File: config.mk
export PLATFORM = sky130hd
export DESIGN_NAME = ifu
export DESIGN_NICKNAME = d
export VERILOG_FILES = /design/src/rtl/ifu.sv
export SDC_FILE = /design/constraint.sdc
export NUM_CORES = 1
export LEC_CHECK = 0
export CORE_UTILIZATION = 25
export DETAILED_ROUTE_END_ITERATION = 8
export HOLD_SLACK_MARGIN = 0.06
export PLACE_DENSITY = 0.53
export SLEW_MARGIN = 30
export SYNTH_ARGS = -nofsm -noshare
export SYNTH_HDL_FRONTEND = slang
export SYNTH_SLANG_ARGS = --single-unit
File: constraint.sdc
create_clock -name clk -period 2.47 [get_ports clk]
set_input_delay 0.6175 -clock clk [delete_from_list [all_inputs] [get_ports clk]]
set_output_delay 0.6175 -clock clk [all_outputs]
set_load 0.01 [all_outputs]
File: src/rtl/ifu.sv
// Single-issue instruction fetch unit: fetches one word, hands it to decode,
// then waits for the commit stage to say where to fetch next.
module ifu #(
  parameter logic [31:0] RESET_PC = 32'h8000_0000
) (
  input  logic        clk,
  input  logic        rst,
  output logic        imem_req_valid,
  input  logic        imem_req_ready,
  output logic [31:0] imem_addr,
  input  logic        imem_rsp_valid,
  input  logic [31:0] imem_rsp_data,
  output logic        imem_rsp_ready,
  output logic        if_out_valid,
  input  logic        if_out_ready,
  output logic [31:0] if_out_pc,
  output logic [31:0] if_out_inst,
  input  logic        commit_valid,
  input  logic        commit_redirect,
  input  logic [31:0] commit_target,
  output logic [31:0] fetch_count
);

  localparam logic [31:0] NOP_INST   = 32'h0000_0013;
  localparam logic [31:0] ALIGN_MASK = 32'hFFFF_FFFC;

  typedef enum logic [2:0] {
    S_IDLE,
    S_REQ,
    S_WAIT_RSP,
    S_SEND,
    S_WAIT_COMMIT
  } state_t;

  state_t      state;
  state_t      state_next;
  logic [31:0] pc;
  logic [31:0] inst;

  // NOTE: sequential state uses non-blocking assignments so every register
  // samples pre-edge values regardless of process evaluation order.
  always_ff @(posedge clk) begin
    if (rst) state <= S_IDLE;
    else     state <= state_next;
  end

  // NOTE: defaulting state_next to state before the case keeps this block
  // free of inferred latches on every path.
  always_comb begin
    state_next = state;
    case (state)
      S_IDLE:        state_next = S_REQ;
      S_REQ:         if (imem_req_ready) state_next = S_WAIT_RSP;
      S_WAIT_RSP:    if (imem_rsp_valid) state_next = S_SEND;
      S_SEND:        if (if_out_ready)   state_next = S_WAIT_COMMIT;
      S_WAIT_COMMIT: if (commit_valid)   state_next = S_REQ;
      default:       state_next = S_IDLE;
    endcase
  end

  // Handshake outputs depend on state alone, so no input-to-output paths exist.
  always_comb begin
    imem_req_valid = 1'b0;
    imem_rsp_ready = 1'b0;
    if_out_valid   = 1'b0;
    case (state)
      S_REQ:      imem_req_valid = 1'b1;
      S_WAIT_RSP: imem_rsp_ready = 1'b1;
      S_SEND:     if_out_valid   = 1'b1;
      default:    ;
    endcase
  end

  always_ff @(posedge clk) begin
    if (rst) begin
      pc          <= RESET_PC;
      inst        <= NOP_INST;
      fetch_count <= 32'd0;
    end else begin
      if (state == S_WAIT_RSP && imem_rsp_valid)
        inst <= imem_rsp_data;
      if (state == S_SEND && if_out_ready)
        fetch_count <= fetch_count + 32'd1;
      if (state == S_WAIT_COMMIT && commit_valid)
        pc <= commit_redirect ? (commit_target & ALIGN_MASK) : (pc + 32'd4);
    end
  end

  assign imem_addr   = pc & ALIGN_MASK;
  assign if_out_pc   = pc;
  assign if_out_inst = inst;

endmodule
==> flow_summary.toml <==
[sta]
worst_slack_ps = 138
relSlewSlack = 0.593
rsz0062_at_grt = "false"
period_minus_slack_ps = 2330
clock_skew_ps = 12.0
hold_viol_final = 0
drv_slew = 0
fin_crit_sh = 0.944
setup_viol = 0
tightest_slew_ps = 609
max_freq_mhz = 429
final.setup.tns_ps = 0

[drt]
drt_iter0_drc = 247
antenna_left = 0
drc = 0
vias = 5358
drt_pass1_iterations = 4
wirelength_um = 16800
avgRoutedWirePerCell_um = 15.4
vias_per_cell = 4.90

[worst_setup_path]
crit_path_end_kind = "output port"
reg2reg_depth = 6
path_cells = "nor3b_1, clkdlybuf4s50_1"
cp_top_family = "buffers and inverters"
worstPathArrival_ps = 1710
max_stage_delay_ps = 620
rrSetupSlack_ps = 290
cp.depth = 2
critical_path_buf_inv_count = 1
critPathLaunch = "state[1]"
startpoint_type = "flop"
cp.required_ps = 1850
cp_slowest_cell = "clkdlybuf4s50_1"
cp_max_fo = 9
r2r-end = "if_out_pc[28]"
crit_type = "flop to output port"
rr_startpoint = "if_out_pc[3]"

[synth]
ys_seq_elements = 97
yosysSeqAreaShare = 0.375
syn_inst = 655
synth_flop_cell = "dfxtp_1"
synthArstFlopShare = 0
netlist_top_cells_area = "dfxtp_1 38%, nand2_1 7.6%, a21oi_1 5.8%"
ys_warn_count = 0
avgSynthCellArea_um2 = 7.90
synth_edf_count = 0
yosys.area.top_type_share = 0.375
synth_area_um2 = 5170
synth_top_area_cell = "dfxtp_1"
yosysUniqueCellTypes = 63

[place]
dp_cells = 1078
dp_hpwl_um = 12000
place_ws_ps = -143
routabilityCongestion = 0.753
port_buffers = 195

[min_path]
holdPathStages = 2
min_delay_worst_endpoint = "if_out_inst[12]"
hp-class = "flop to flop"
worstHoldStart = "if_out_inst[12]"

[cts]
clock_latency_ps = 350
clkSinkCount = 97
cts_tree = "built"
cts_buffer_depth = 2
post-cts-setup-buffers = 0
cts_root_buffer = "clkbuf_16"
htree_levels = 3
numCtsBuffers = 9
clk_pin_slew_ps = 60

[grt]
grt_use_total = 0.158
grt_pass1_wl_um = 27400
antenna_found_initial = 1
grt_max_degree = 74
first_global_vias = 5181
overflow = 0

[cells_and_area]
fin_cells = 1094
layout-drive-gt1-share = 0.0971
nets = 892
syn_to_final_growth_pct = 47.6
final_common_cell = "clkdlybuf4s50_1"
n_antenna_cell = 0
final_cell_mix = "193 x clkdlybuf4s50_1, 105 x nand2_1, 95 x dfxtp_1, 60 x a21oi_1, 35 x buf_4"
final_util = 0.377

[die]
dieHeight_um = 146
die_area_um2 = 21300
ios = 202
std_cell_rows = 52
core_area_um2 = 20200
die_w_um = 146
initial_core_util = 0.256

[pwr]
ir_drop_mv = 0.306
p_per_area_nw_per_um2 = 442
p_leak_uw = 0.00257

[job]
cap_violations = 0

[run_status]
outcome = "completed"
worst reg2reg max path, stage by stage (launching register included):
cell     delay (ps)
dfxtp_1         490
ha_1            260
nand3_1         270
nor4_2          360
buf_4           250
a31oi_1         100
or3b_1          350
logic make-up after synthesis:
| logic type | Yosys count | synth area share |
|---|---|---|
| and+or+nand+nor | 289 | 0.297 |
| other | 1 | 0.000725 |
| AOI/OAI and AO/OA | 161 | 0.205 |
| xor gates and xnor gates | 7 | 0.0119 |
| buffers and inverters | 93 | 0.0948 |
| adders and majority gates | 2 | 0.00484 |
| muxes | 5 | 0.0106 |
| DFF | 97 | 0.375 |
synthesized netlist by cell type (4+ instances only):
cell type  number
o211ai_1        4
buf_2          11
o21ai_0        20
a211oi_1        6
a31o_2          5
nor4_1          7
and3_1         15
buf_1           5
and4_1         12
and2_1          8
mux2_2          4
o41ai_1         9
a31oi_1        10
xor2_1          5
nand3_1        25
or4_1           9
inv_1          11
a21oi_1        60
buf_4          34
nor3b_1         6
nor3_1         17
o311ai_0       11
or2_2           8
clkbuf_1       32
nand4_1        17
nor2_1         31
or3_1          10
nor2b_1         5
o31ai_1        10
dfxtp_1        97
nand2_1       105
through the flow:
step | area (um^2) | hold WS (ps) | total power, uW
2_1_floorplan | 5180 | 481 | 1810
3_3_place_gp | 7350 | 441 | 2030
3_5_place_dp | 7350 | 449 | 2030
4_1_cts | 7630 | 456 | 3430
5_1_grt | 7640 | 477 | 3520
6_report | 7640 | 454 | 3370
power by group:
part	total, uW	switching, uW	internal (uW)
Combinational	369	163	207
Clock	1380	640	745
Sequential	1620	29.1	1590
state kept, by name, summed over array words and instances, names as in the netlist:
register and cells:
fetch_count 32, state 3, if_out_pc 30, if_out_inst 32
worst max path at each step:
stage / end / slack [ps]
6_report: imem_rsp_ready / 140
5_1_grt: imem_rsp_ready / 40
4_1_cts: if_out_valid / 50
3_5_place_dp: fetch_count[17] / -140
3_3_place_gp: fetch_count[17] / -150
2_1_floorplan: if_out_pc[28] / 440
metal layers:
layer	track usage	part of all wire	up-vias
li1	-	-	2700
met1	0.207	0.46	2471
met5	0	0.0010	-
met2	0.250	0.44	170
met3	0.0505	0.081	15
met4	0.0437	0.011	2
layout make-up:
cell class	instances	area [um^2]
Tap cell	270	338
Fill cell	2070	12600
Timing Repair Buffer	232	2260
Inverter	11	41.3
Clock inverter	3	25.0
Sequential cell	97	1940
Clock buffer	13	260
Multi-Input combinational cell	468	2770
what timing repair did:
action	CTS	global route
hold buffers	0	0
gates resized for setup	1	1
setup endpoints to repair	1	3
(Power assumes the default switching activity.)
